## config.mk

```make
export PLATFORM = sky130hd
export DESIGN_NAME = csa_nibble_serial_ctrl
export DESIGN_NICKNAME = d
export VERILOG_FILES = /design/src/rtl/csa_nibble_serial_ctrl.sv
export SDC_FILE = /design/constraint.sdc
export NUM_CORES = 1
export LEC_CHECK = 0
export ABC_AREA = 1
export BUFFER_PORTS_ARGS = -buffer_cell sky130_fd_sc_hd__buf_4
export CORE_MARGIN = 2
export CORE_UTILIZATION = 58
export CTS_CLUSTER_SIZE = 24
export DETAILED_ROUTE_END_ITERATION = 16
export GPL_ROUTABILITY_DRIVEN = 1
export PLACE_DENSITY = 0.87
export SYNTH_ARGS = -nofsm -noshare
export SYNTH_HDL_FRONTEND = slang
export SYNTH_SLANG_ARGS = --single-unit
```

## constraint.sdc

```tcl
create_clock -name clk -period 7.65 [get_ports clk]
set_input_delay 1.1475 -clock clk [delete_from_list [all_inputs] [get_ports clk]]
set_output_delay 1.1475 -clock clk [all_outputs]
set_load 0.02 [all_outputs]
```

## src/rtl/csa_nibble_serial_ctrl.sv

```systemverilog
// Nibble-serial WIDTH-bit adder built around one shared 4-bit carry-skip slice.
// Operands are captured on a valid/ready handshake; the result is returned on a second one.

module csa_nibble_serial_ctrl_slice (
    input  logic [3:0] i_a,
    input  logic [3:0] i_b,
    input  logic       i_cin,
    output logic [3:0] o_sum,
    output logic       o_cout,
    output logic       o_skip
);
    logic [3:0] w_p;
    logic [3:0] w_g;
    logic       w_c1, w_c2, w_c3, w_c4;

    assign w_p  = i_a ^ i_b;
    assign w_g  = i_a & i_b;
    assign w_c1 = w_g[0] | (w_p[0] & i_cin);
    assign w_c2 = w_g[1] | (w_p[1] & w_c1);
    assign w_c3 = w_g[2] | (w_p[2] & w_c2);
    assign w_c4 = w_g[3] | (w_p[3] & w_c3);

    assign o_sum  = w_p ^ {w_c3, w_c2, w_c1, i_cin};
    // When every bit propagates, the carry-in bypasses the ripple chain.
    assign o_skip = &w_p;
    assign o_cout = o_skip ? i_cin : w_c4;
endmodule

module csa_nibble_serial_ctrl #(
    parameter  int unsigned WIDTH   = 16,
    localparam int unsigned NIBBLES = WIDTH / 4,
    localparam int unsigned CW      = $clog2(NIBBLES + 1)
) (
    input  logic             clk,
    input  logic             rst_n,
    input  logic             in_valid,
    output logic             in_ready,
    input  logic [WIDTH-1:0] a,
    input  logic [WIDTH-1:0] b,
    input  logic             cin,
    output logic             out_valid,
    input  logic             out_ready,
    output logic [WIDTH-1:0] sum,
    output logic             cout,
    output logic [CW-1:0]    skip_cnt
);
    localparam int unsigned IW = (NIBBLES > 1) ? $clog2(NIBBLES) : 1;

    typedef enum logic [1:0] {StIdle, StRun, StDone} state_e;

    state_e           r_state;
    logic [WIDTH-1:0] r_a;
    logic [WIDTH-1:0] r_b;
    logic             r_carry;
    logic [IW-1:0]    r_idx;
    logic [WIDTH-1:0] r_sum;
    logic             r_cout;
    logic [CW-1:0]    r_skip_cnt;
    logic             r_in_ready;
    logic             r_out_valid;

    logic [3:0]       w_slice_sum;
    logic             w_slice_cout;
    logic             w_slice_skip;
    logic             w_last;

    assign w_last = (r_idx == IW'(NIBBLES - 1));

    csa_nibble_serial_ctrl_slice u_slice (
        .i_a    (r_a[4*r_idx +: 4]),
        .i_b    (r_b[4*r_idx +: 4]),
        .i_cin  (r_carry),
        .o_sum  (w_slice_sum),
        .o_cout (w_slice_cout),
        .o_skip (w_slice_skip)
    );

    always_ff @(posedge clk or negedge rst_n) begin
        if (!rst_n) begin
            r_state     <= StIdle;
            r_a         <= '0;
            r_b         <= '0;
            r_carry     <= 1'b0;
            r_idx       <= '0;
            r_sum       <= '0;
            r_cout      <= 1'b0;
            r_skip_cnt  <= '0;
            r_in_ready  <= 1'b1;
            r_out_valid <= 1'b0;
        end else begin
            unique case (r_state)
                StIdle: begin
                    if (in_valid) begin
                        r_a        <= a;
                        r_b        <= b;
                        r_carry    <= cin;
                        r_idx      <= '0;
                        r_skip_cnt <= '0;
                        r_sum      <= '0;
                        r_in_ready <= 1'b0;
                        r_state    <= StRun;
                    end
                end
                StRun: begin
                    r_sum[4*r_idx +: 4] <= w_slice_sum;
                    r_carry             <= w_slice_cout;
                    r_skip_cnt          <= r_skip_cnt + CW'(w_slice_skip);
                    if (w_last) begin
                        r_cout      <= w_slice_cout;
                        r_out_valid <= 1'b1;
                        r_state     <= StDone;
                    end else begin
                        r_idx <= r_idx + 1'b1;
                    end
                end
                StDone: begin
                    if (out_ready) begin
                        r_out_valid <= 1'b0;
                        r_in_ready  <= 1'b1;
                        r_state     <= StIdle;
                    end
                end
                default: begin
                    r_out_valid <= 1'b0;
                    r_in_ready  <= 1'b1;
                    r_state     <= StIdle;
                end
            endcase
        end
    end

    assign in_ready  = r_in_ready;
    assign out_valid = r_out_valid;
    assign sum       = r_sum;
    assign cout      = r_cout;
    assign skip_cnt  = r_skip_cnt;
endmodule

```

==> After elaboration in Yosys (flattened, before gate mapping) <==
Index checks and enable logic that the tools add are counted.
{ "word_totals": {"regBits": 59} }
{ "classes": {"add_sub_neg": 3, "n_eq_ne": 7, "n_shift": 4, "mux": 21, "n_bitwise": 13, "n_reduce_logical": 10} }
{ "op_table": {"columns": ["cell", "count"], "rows": [
  ["$neg 4->34", 1],
  ["$shift 4x34->16 const A", 1],
  ["$shiftx 4x34->16", 1],
  ["$pmux 16 s2", 1],
  ["$shiftx 16x5->4", 2],
  ["$bwmux 16", 1],
  ["$mux 16", 1],
  ["$reduce_and 3->1", 4],
  ["$mux 2", 5],
  ["$ne 2x2->1 const B", 4],
  ["$xor 4x4->4", 2],
  ["$mux 1", 6],
  ["$pmux 1 s3", 2],
  ["$pmux 2 s3", 1],
  ["$pmux 3 s2", 1],
  ["$reduce_and 2->1", 3],
  ["$and 1x1->1", 4],
  ["$and 4x4->4", 1],
  ["$eq 2x2->1 const B", 2],
  ["$or 1x1->1", 4],
  ["$pmux 2 s2", 1],
  ["$reduce_and 4->1", 1],
  ["$add 3x1->3", 1],
  ["$mux 3", 1],
  ["6 further kinds", 7]
]} }

==> Logic depth before layout (Yosys ltp) <==
Gate-level depths: netlist of the first run.
{ "depth": {"ltp_word": 12, "depth_mapped": 15, "depth_no_buf": 14} }

==> By module <==
A second synthesis of the first run with hierarchy kept.
{ "hier_totals": {"hier_cells": 362, "area_unflattened_um2": 2902.8} }
{ "modules_own_cells": {"columns": ["mod", "n_inst", "cells_per_inst", "area_each_um2", "seq_area_each_um2"], "rows": [
  ["csa_nibble_serial_ctrl", 1, 338, 2708.8, 1477.7],
  ["csa_nibble_serial_ctrl_slice", 1, 24, 193.9, 0.0]
]} }

==> Worst setup path after synthesis of the first run <==
Ideal clock, no wire load.
{ "synth_path": {"path_type": "register to register", "from": "reg r_idx[0]", "to": "reg r_sum[15] (netlist: sum[15])", "setup_time_ns": 0.128, "arrival_time_ns": 2.712, "slack_ns": 4.810, "stages_incl_launch_ff": 13, "path_buffers": 2, "cell_sequence": "dfrtp_1 -> buf_2 -> buf_2 -> o21ai_0 -> o22ai_1 -> fa_1 -> inv_1 -> fa_1 -> fa_1 -> inv_1 -> fa_1 -> nand3_1 -> o31ai_1"} }
{ "synth_via": {"elab_chain_cells": 12, "elab_cells_between_ends": 16} }
{ "synth_lines": {"columns": ["element", "line", "rtl"], "rows": [
  ["from (decl)", "55", "logic [IW-1:0] r_idx;"],
  ["from (signal assigned)", "113", "r_idx <= r_idx + 1'b1;"],
  ["$shiftx 16x5->4, on equally long branches", "70, 71", null],
  ["$xor 4x4->4", "16", "assign w_p = i_a ^ i_b;"],
  ["$and 1x1->1", "18", "assign w_c1 = w_g[0] | (w_p[0] & i_cin);"],
  ["$or 1x1->1", "18", null],
  ["$and 1x1->1", "19", "assign w_c2 = w_g[1] | (w_p[1] & w_c1);"],
  ["$or 1x1->1", "19", null],
  ["$and 1x1->1", "20", "assign w_c3 = w_g[2] | (w_p[2] & w_c2);"],
  ["$or 1x1->1", "20", null],
  ["$xor 4x4->4", "23", "assign o_sum = w_p ^ {w_c3, w_c2, w_c1, i_cin};"],
  ["$shiftx 4x34->16", "105", "r_sum[4*r_idx +: 4] <= w_slice_sum;"],
  ["$bwmux 16 (*)", "105", null],
  ["$pmux 16 s2 (*)", "91", "unique case (r_state)"],
  ["to (signal, indexed assignment)", "105", null],
  ["to (decl)", "56", "logic [WIDTH-1:0] r_sum;"]
]} }
Every way passes the cells marked *; elsewhere a longest branch is shown, timed or not.
A chain may end at the register's enable or synchronous reset.

==> Worst setup path after layout of the first run <==
Same ends and word-level chain as after synthesis.

==> results_tabular.tex, run 1 <==
\begin{tabular}{lr}
\hline
Metric & Value \\
\hline
\multicolumn{2}{l}{\textbf{Die}} \\
I/O pin total & 59 \\
Total Die Area & 0.00547 sq mm \\
Floorplan die width & 73.9 um \\
Core Footprint & between 0.004 and 0.005 sq mm \\
Die height & 73.9 um \\
Number of placement rows & 25 \\
Effective utilization at floorplan & 60.1\% \\
\multicolumn{2}{l}{\textbf{Timing}} \\
Unrepaired setup endpoints after global routing & no \\
Worst-case clock skew & 8.98 ps \\
Relative slew slack & 51.9\% \\
Minimum clock period after layout & 3560 ps \\
Final hold viol count & 0 \\
Number of setup violations in the final report & 0 \\
Final-report max-slew violation count & 0 \\
Final setup TNS & 0 ps \\
Highest clock frequency the design can meet & 281 MHz \\
Final worst-path cycle share & 46.5\% \\
Worst-margin pin slew & 721 ps \\
\multicolumn{2}{l}{\textbf{Synthesis}} \\
Post-Synthesis Mean Instance Area & 8.20 sq um \\
Count of synthesis-stage warnings from yosys & 0 \\
Top cells by instance count after synthesis & sky130\_fd\_sc\_hd\_\_nand2\_1, sky130\_fd\_sc\_hd\_\_dfrtp\_1, sky130\_fd\_sc\_hd\_\_nand3\_1 \\
Synth cell types & 23 \\
FF+latch count, synth & 59 \\
Cell Area, Synth & 0.00284 sq mm \\
Library cell with the largest summed area after synthesis & sky130\_fd\_sc\_hd\_\_dfrtp\_1 \\
Ys flop type & sky130\_fd\_sc\_hd\_\_dfrtp\_1 \\
Register area share after synthesis & 52.1\% \\
Main area contributors after synthesis & sky130\_fd\_sc\_hd\_\_dfrtp\_1, sky130\_fd\_sc\_hd\_\_nand2\_1, sky130\_fd\_sc\_hd\_\_nand3\_1 \\
Area share of the largest cell type after synthesis & 51.2\% \\
Count of flip-flops with a built-in enable after synthesis & 0 \\
Synthesized instance count & between 300 and 400 \\
Fraction of synthesis flops using an asynchronous set or reset pin & between 90\% and 100\% \\
Net count after synthesis & slightly below 400 \\
Cell with the most instances after synthesis & sky130\_fd\_sc\_hd\_\_nand2\_1 \\
\multicolumn{2}{l}{\textbf{Clock tree}} \\
CTS Buffer Depth & 2 \\
Setup Fix Bufs, Post-CTS & 0 \\
\# H-tree levels & 3 \\
Sink Count & 59 \\
Clock input transition at the sequential cells of the worst setup and hold paths & 60 ps \\
Num CTS Buffers & 9 \\
Cells resized by post-CTS repair & 0 \\
Clock insertion delay at the later pin of the skew report & 330 ps \\
CTS root buffer & sky130\_fd\_sc\_hd\_\_clkbuf\_8 \\
Clock tree from TritonCTS & built \\
CTS Hold Bufs & 0 \\
\multicolumn{2}{l}{\textbf{Status}} \\
Outcome & complete, no violations \\
\multicolumn{2}{l}{\textbf{Worst setup path}} \\
Library cell contributing the largest single delay on the critical path & sky130\_fd\_sc\_hd\_\_dfrtp\_1 \\
Largest stage delay on the critical path & 760 ps \\
Startpoint Class & register \\
Worst path bufs/invs & 3 \\
Kind of cell with the highest combined delay on the critical path & adder cells \\
Critical setup path kind & reg2reg \\
Top cell by count, worst path & sky130\_fd\_sc\_hd\_\_fa\_1 \\
FF-to-FF path depth & 11 \\
Chain of cells forming the critical path & inv\_1, o21ai\_0, o22ai\_1, fa\_1, inv\_1, fa\_1, fa\_1, inv\_1, fa\_1, nand3\_1, o31ai\_1 \\
Critical-path maximum fanout & 22 \\
Critical Path End Type & register \\
Crit path depth & 11 \\
Critical Path AT & approximately 3800 ps \\
CP required & approximately 8000 ps \\
\multicolumn{2}{l}{\textbf{Power and ir drop}} \\
Sequential cell fraction of total power & 36.0\% \\
Total power after layout & around 1.5 mW \\
Switching power & roughly 0.67 mW \\
Internal Power & 0.824 mW \\
Static Leakage & $\sim$1.9 nW \\
Share of total power in combinational logic & 48.3\% \\
Worst VDD drop & around 0.19 mV \\
Part of the total power dissipated in the clock network & 15.8\% \\
Switching portion of total power & 44.8\% \\
Cell Pwr Density & 432 mW/mm\^{}2 \\
\multicolumn{2}{l}{\textbf{Placement}} \\
Number of buffers inserted by port buffering & 58 \\
Cell area reported after detailed placement & $\sim$0.0033 sq mm \\
Weighted congestion at the end of routability-driven global placement & 0.858 \\
Detailed-placement wirelength estimate & 4230 um \\
\multicolumn{2}{l}{\textbf{Global route}} \\
Maximum number of pins on one net before global-route repair & 60 \\
Tot GR Track Use & 24.2\% \\
Vias in the first global route & 2,281 \\
Wire length of the first global-routing pass & 10,000 um \\
Number of antenna violations at the first check in global routing & 0 \\
Residual overflow from global routing & 0 \\
\multicolumn{2}{l}{\textbf{Drt}} \\
Post-DR wirelength/cell & 12.6 um \\
Number of search-and-repair iterations in the first detailed-routing pass & 4 \\
Wire length reported by the detailed router & roughly 6000 um \\
Average via count per standard cell & 5.13 \\
Post-route DRC violation count & 0 \\
Initial DRC Count & 164 \\
Total via count after detailed routing & 2,433 \\
Post-detailed-route count of antenna-violating nets & 0 \\
\multicolumn{2}{l}{\textbf{Finish}} \\
Final net count & $\sim$450 \\
Ratio of cells with drive above 1 in the final layout & 20.4\% \\
Filler Cells Inserted & 380 \\
Summed area of non-filler cells in the final layout & 0.00346 sq mm \\
Ant diodes & 0 \\
Area overhead of the layout relative to synthesis & 21.9\% \\
\multicolumn{2}{l}{\textbf{Flow run}} \\
Count of max-cap constraint violations & 0 \\
\multicolumn{2}{l}{\textbf{Worst hold path}} \\
Tightest Hold Check Type & reg2reg \\
Hold-critical path depth & 2 \\
\hline
\end{tabular}
-- cell usage in the layout, fill, tap and decap left out, drive strengths merged, types with 2 or more instances in the layout --
cell type / n
o31ai: 2
clkinv: 4
inv: 22
clkbuf: 12
dfrtp: 58
buf: 59
nand3: 29
ha: 10
fa: 4
nand2: 156
o21ai: 27
nor2: 18
o22ai: 4
-- per-layer routing --
layer	GRT usage, %	routed length (um)	vias to the layer above
met1	28.5	2510	1136
met4	10.5	115	0
met5	0	0	-
li1	-	-	1202
met2	42.4	3000	82
met3	5.56	355	13
-- sequential cells by signal, summed over array words and instances (netlist names) --
name	cells
r_carry	1
skip_cnt	3
r_b	16
out_valid	1
sum	16
r_a	16
cout	1
r_idx	2
in_ready	1
r_state	2
-- worst min-delay path, delay by kind of cell (launching register included) --
| family | cells | cell delay, ps |
|---|---|---|
| DFF | 1 | 370 |
| and+or+nand+nor | 2 | 100 |
-- logic make-up after synthesis --
kind of cell	share of synthesized area (%)
DFF	52.1
buffers and inverters	5.34
adders and majority gates	7.23
and+or+nand+nor	28.8
AOI/OAI and AO/OA	6.48
-- final timing paths --
path / from / slack, ps / to
setup / recovery: r_idx[0]$_DFFE_PN0P_ / 4090 / sum[15]$_DFFE_PN0P_
hold / removal: in_ready$_DFFE_PN1P_ / 470 / in_ready$_DFFE_PN1P_
setup reg to reg: r_idx[0]$_DFFE_PN0P_ / 4090 / sum[15]$_DFFE_PN0P_
hold reg to reg: in_ready$_DFFE_PN1P_ / 470 / in_ready$_DFFE_PN1P_
max in group asynchronous: rst_n / 6300 / skip_cnt[2]$_DFFE_PN0P_
min in group asynchronous: rst_n / 860 / cout$_DFFE_PN0P_
-- power by group through the flow --
stage	registers, mW	logic (mW)	clock network (mW)
global placement	0.536	0.690	0
detailed placement	0.540	0.713	0
global route	0.550	0.825	0.250
finish	0.537	0.721	0.236
CTS	0.536	0.724	0.239
floorplan	0.539	0.507	0
-- through the flow --
stage	worst slack, ps	hold WS [ps]	instances	util (%)
floorplan	4810	444	346	-
global placement	4240	456	459	69.8
detailed placement	4100	460	459	69.8
CTS	4100	469	474	73.2
global route	3820	502	474	73.2
finish	4090	468	474	73.2
-- final cells by class --
cell class / count / area [sq um] / share of cell area [%]
Clock inverter: 3 / 15.0 / 0.434
Timing Repair Buffer: 59 / 443 / 12.8
Inverter: 23 / 86.3 / 2.50
Multi-Input combinational cell: 251 / 1210 / 34.9
Clock buffer: 12 / 145 / 4.20
Sequential cell: 59 / 1480 / 42.7
Tap cell: 67 / 83.8 / 2.42
Note: power is estimated with default switching activity, not from simulation.
==> run 2, diff against run 1 <==
--- a/config.mk
+++ b/config.mk
@@ -8,11 +8,11 @@
 export ABC_AREA = 1
 export BUFFER_PORTS_ARGS = -buffer_cell sky130_fd_sc_hd__buf_4
 export CORE_MARGIN = 2
-export CORE_UTILIZATION = 58
+export CORE_UTILIZATION = 49
 export CTS_CLUSTER_SIZE = 24
 export DETAILED_ROUTE_END_ITERATION = 16
 export GPL_ROUTABILITY_DRIVEN = 1
-export PLACE_DENSITY = 0.87
+export PLACE_DENSITY = 0.79
 export SYNTH_ARGS = -nofsm -noshare
 export SYNTH_HDL_FRONTEND = slang
 export SYNTH_SLANG_ARGS = --single-unit
==> constraint.sdc (replaced) <==
create_clock -name clk -period 3.1 [get_ports clk]
set_input_delay 0.465 -clock clk [delete_from_list [all_inputs] [get_ports clk]]
set_output_delay 0.465 -clock clk [all_outputs]
set_load 0.02 [all_outputs]
==> run 2 against run 1 <==
  * Register-to-register slack worse by 3900 ps
  * Total power grew to 2.5 times the previous value
  * Flip-flop and latch count did not move
  * Clock power grew to 2.8 times the previous value
  * Largest power group unchanged
  * Highest routed layer unchanged
  * Sequential power up 140%
==> results_tabular.tex, run 2 (synthesis results as in run 1) <==
\begin{tabular}{lr}
\hline
Metric & Value \\
\hline
\multicolumn{2}{l}{\textbf{Drt}} \\
Initial DRC Count & 153 (-6.7\%) \\
Wire length reported by the detailed router & 6080 um (+1.8\%) \\
Post-route DRC violation count & 0 (unchanged) \\
Post-detailed-route count of antenna-violating nets & 0 (unchanged) \\
Post-DR wirelength/cell & 12.6 um (-0.33\%) \\
Number of search-and-repair iterations in the first detailed-routing pass & 4 (unchanged) \\
Average via count per standard cell & 4.99 (-2.9\%) \\
Total via count after detailed routing & 2,413 (-0.82\%) \\
\multicolumn{2}{l}{\textbf{Timing}} \\
Minimum clock period after layout & 2870 ps (-685 ps) \\
Number of setup violations in the final report & 0 (unchanged) \\
Final-report max-slew violation count & 0 (unchanged) \\
Unrepaired setup endpoints after global routing & no \\
Final hold viol count & 0 (unchanged) \\
Worst-margin pin slew & 711 ps (-9.76 ps) \\
Final setup TNS & 0 ps (unchanged) \\
Final worst-path cycle share & 92.6\% (+46 points) \\
Worst-case clock skew & 3.81 ps (-5.17 ps) \\
Highest clock frequency the design can meet & 348 MHz (+24\%) \\
Relative slew slack & 52.6\% (+0.65 points) \\
\multicolumn{2}{l}{\textbf{Worst setup path}} \\
Worst-case register-to-register setup slack & 230 ps (-3870 ps) \\
Largest stage delay on the critical path & 530 ps (-230 ps) \\
CP required & 3300 ps (-4580 ps) \\
Library cell contributing the largest single delay on the critical path & sky130\_fd\_sc\_hd\_\_dfrtp\_1 \\
Chain of cells forming the critical path & o21ai\_0, o22ai\_1, fa\_1, inv\_1, fa\_1, fa\_1, inv\_1, fa\_1, nand3\_1, o21ai\_1 \\
Critical setup path kind & reg2reg \\
Critical Path AT & 3080 ps (-710 ps) \\
FF-to-FF path depth & 10 (-1) \\
Critical-path maximum fanout & 11 (-50\%) \\
Top cell by count, worst path & sky130\_fd\_sc\_hd\_\_fa\_1 \\
Launching point of the worst reg2reg path & r\_idx[1]\$\_DFFE\_PN0P\_ \\
Critical Path End Type & register \\
Startpoint Class & register \\
Critical register-to-register path endpoint & sum[7]\$\_DFFE\_PN0P\_ \\
\multicolumn{2}{l}{\textbf{Worst hold path}} \\
Tightest Hold Check Type & in2async \\
\multicolumn{2}{l}{\textbf{Finish}} \\
Ant diodes & 0 (unchanged) \\
Area used by multi-input combinational logic & 0.00121 sq mm (unchanged) \\
Filler Cells Inserted & 505 (+33\%) \\
Post-Route Utilization & 63.6\% (-9.6 points) \\
FF+latch area & 0.00148 sq mm (unchanged) \\
Most common cell after layout, fill and taps aside & sky130\_fd\_sc\_hd\_\_nand2\_1 \\
Leading cell types in the layout, fill and taps excluded & sky130\_fd\_sc\_hd\_\_nand2\_1, sky130\_fd\_sc\_hd\_\_buf\_4, sky130\_fd\_sc\_hd\_\_dfrtp\_1 \\
Area overhead of the layout relative to synthesis & 24.3\% \\
Ratio of cells with drive above 1 in the final layout & 21.4\% (+0.97 points) \\
Number of standard cells in the layout, taps in and fillers out & 484 (+2.1\%) \\
Final net count & 458 (+0.88\%) \\
\multicolumn{2}{l}{\textbf{Flow run}} \\
Count of max-cap constraint violations & 0 (unchanged) \\
\multicolumn{2}{l}{\textbf{Power and ir drop}} \\
Switching power & 1.65 mW (+150\%) \\
Cell Pwr Density & 1070 mW/mm\^{}2 (+150\%) \\
Static Leakage & 1.91 nW (+1.7\%) \\
Worst VDD drop & 0.491 mV (+150\%) \\
Sequential cell fraction of total power & 34.1\% (-1.9 points) \\
Share of total power in combinational logic & 48.7\% (+0.4 points) \\
Part of the total power dissipated in the clock network & 17.3\% (+1.5 points) \\
Internal Power & 2.14 mW (+160\%) \\
Switching portion of total power & 43.6\% (-1.2 points) \\
\multicolumn{2}{l}{\textbf{Status}} \\
Outcome & complete, no violations \\
\multicolumn{2}{l}{\textbf{Clock tree}} \\
CTS root buffer & sky130\_fd\_sc\_hd\_\_clkbuf\_8 \\
Clock insertion delay at the later pin of the skew report & 330 ps (about the same) \\
\# H-tree levels & 3 (unchanged) \\
Sink Count & 59 (unchanged) \\
Clock tree from TritonCTS & built \\
Clock input transition at the sequential cells of the worst setup and hold paths & 60 ps (about the same) \\
CTS Hold Bufs & 0 (unchanged) \\
Num CTS Buffers & 9 (unchanged) \\
CTS Buffer Depth & 2 (unchanged) \\
Cells resized by post-CTS repair & 0 (unchanged) \\
Setup Fix Bufs, Post-CTS & 0 (unchanged) \\
\multicolumn{2}{l}{\textbf{Placement}} \\
\# placed instances & 468 (+2.0\%) \\
Number of buffers inserted by port buffering & 58 (unchanged) \\
Detailed-placement wirelength estimate & 4540 um (+7.2\%) \\
Weighted congestion at the end of routability-driven global placement & 0.903 (+5.2\%) \\
\multicolumn{2}{l}{\textbf{Global route}} \\
Maximum number of pins on one net before global-route repair & 60 (unchanged) \\
Wire length of the first global-routing pass & 10,700 um (+6.7\%) \\
Vias in the first global route & 2,405 (+5.4\%) \\
Tot GR Track Use & 21.8\% (-2.4 points) \\
Residual overflow from global routing & 0 (unchanged) \\
Number of antenna violations at the first check in global routing & 0 (unchanged) \\
\multicolumn{2}{l}{\textbf{Die}} \\
I/O pin total & 59 (unchanged) \\
Total Die Area & 0.00641 sq mm (+17\%) \\
Die height & 80.1 um (+8.3\%) \\
Effective utilization at floorplan & 51.2\% (-8.9 points) \\
Core Footprint & 0.00554 sq mm (+17\%) \\
Floorplan die width & 80.1 um (+8.3\%) \\
Number of placement rows & 27 (+8.0\%) \\
\hline
\end{tabular}
[run 2: worst max-delay path: cells and delay by family, from the launching register on]
kind                       cells  cell delay [ps]
AOI/OAI and AO/OA              3              520
and+or+nand+nor                1              140
DFF                            1              530
adders and majority gates      4             1410
buffers and inverters          2              130
[run 2: worst max path at each step]
stage / start / to
after global routing: r_idx[1]$_DFFE_PN0P_ / sum[15]$_DFFE_PN0P_
final: r_idx[1]$_DFFE_PN0P_ / sum[7]$_DFFE_PN0P_
after global placement: r_idx[1]$_DFFE_PN0P_ / sum[15]$_DFFE_PN0P_
after floorplan: r_idx[0]$_DFFE_PN0P_ / sum[15]$_DFFE_PN0P_
after CTS: r_idx[1]$_DFFE_PN0P_ / sum[7]$_DFFE_PN0P_
after detailed placement: r_idx[1]$_DFFE_PN0P_ / sum[15]$_DFFE_PN0P_
[run 2: area by class of cell]
cell class	instances	area share (%)
sequential	59	41.9
clock inverter	1	0.142
inverter	23	2.45
tap	72	2.56
timing repair buffer	63	13.4
clock buffer	15	5.29
multi-input combinational	251	34.2
[run 2: layer usage]
| metal | GRT usage (%) | vias to the layer above | share of wire [%] |
|---|---|---|---|
| li1 | - | 1217 | - |
| met1 | 28.8 | 1110 | 45 |
| met2 | 34.7 | 71 | 48 |
| met3 | 4.04 | 15 | 4.9 |
| met4 | 10.5 | 0 | 2.0 |
| met5 | 0 | - | 0 |
[run 2: power groups by stage]
stage               Sequential (mW)  Combinational [mW]  Clock [mW]
floorplan                      1.33                1.25           0
global placement               1.30                1.79           0
CTS                            1.29                1.85       0.667
finish                         1.29                1.84       0.654
global route                   1.32                2.16       0.703
detailed placement             1.30                1.85           0
[run 2: metrics by stage]
step / worst slack (ps) / hold WS, ps / total power, mW / instance area [sq um]
detailed placement: 249 / 461 / 3.15 / 3330
finish: 228 / 187 / 3.79 / 3530
CTS: 225 / 219 / 3.81 / 3530
floorplan: 260 / 169 / 2.58 / 2840
global placement: 338 / 457 / 3.08 / 3330
global route: 30.0 / 252 / 4.18 / 3530
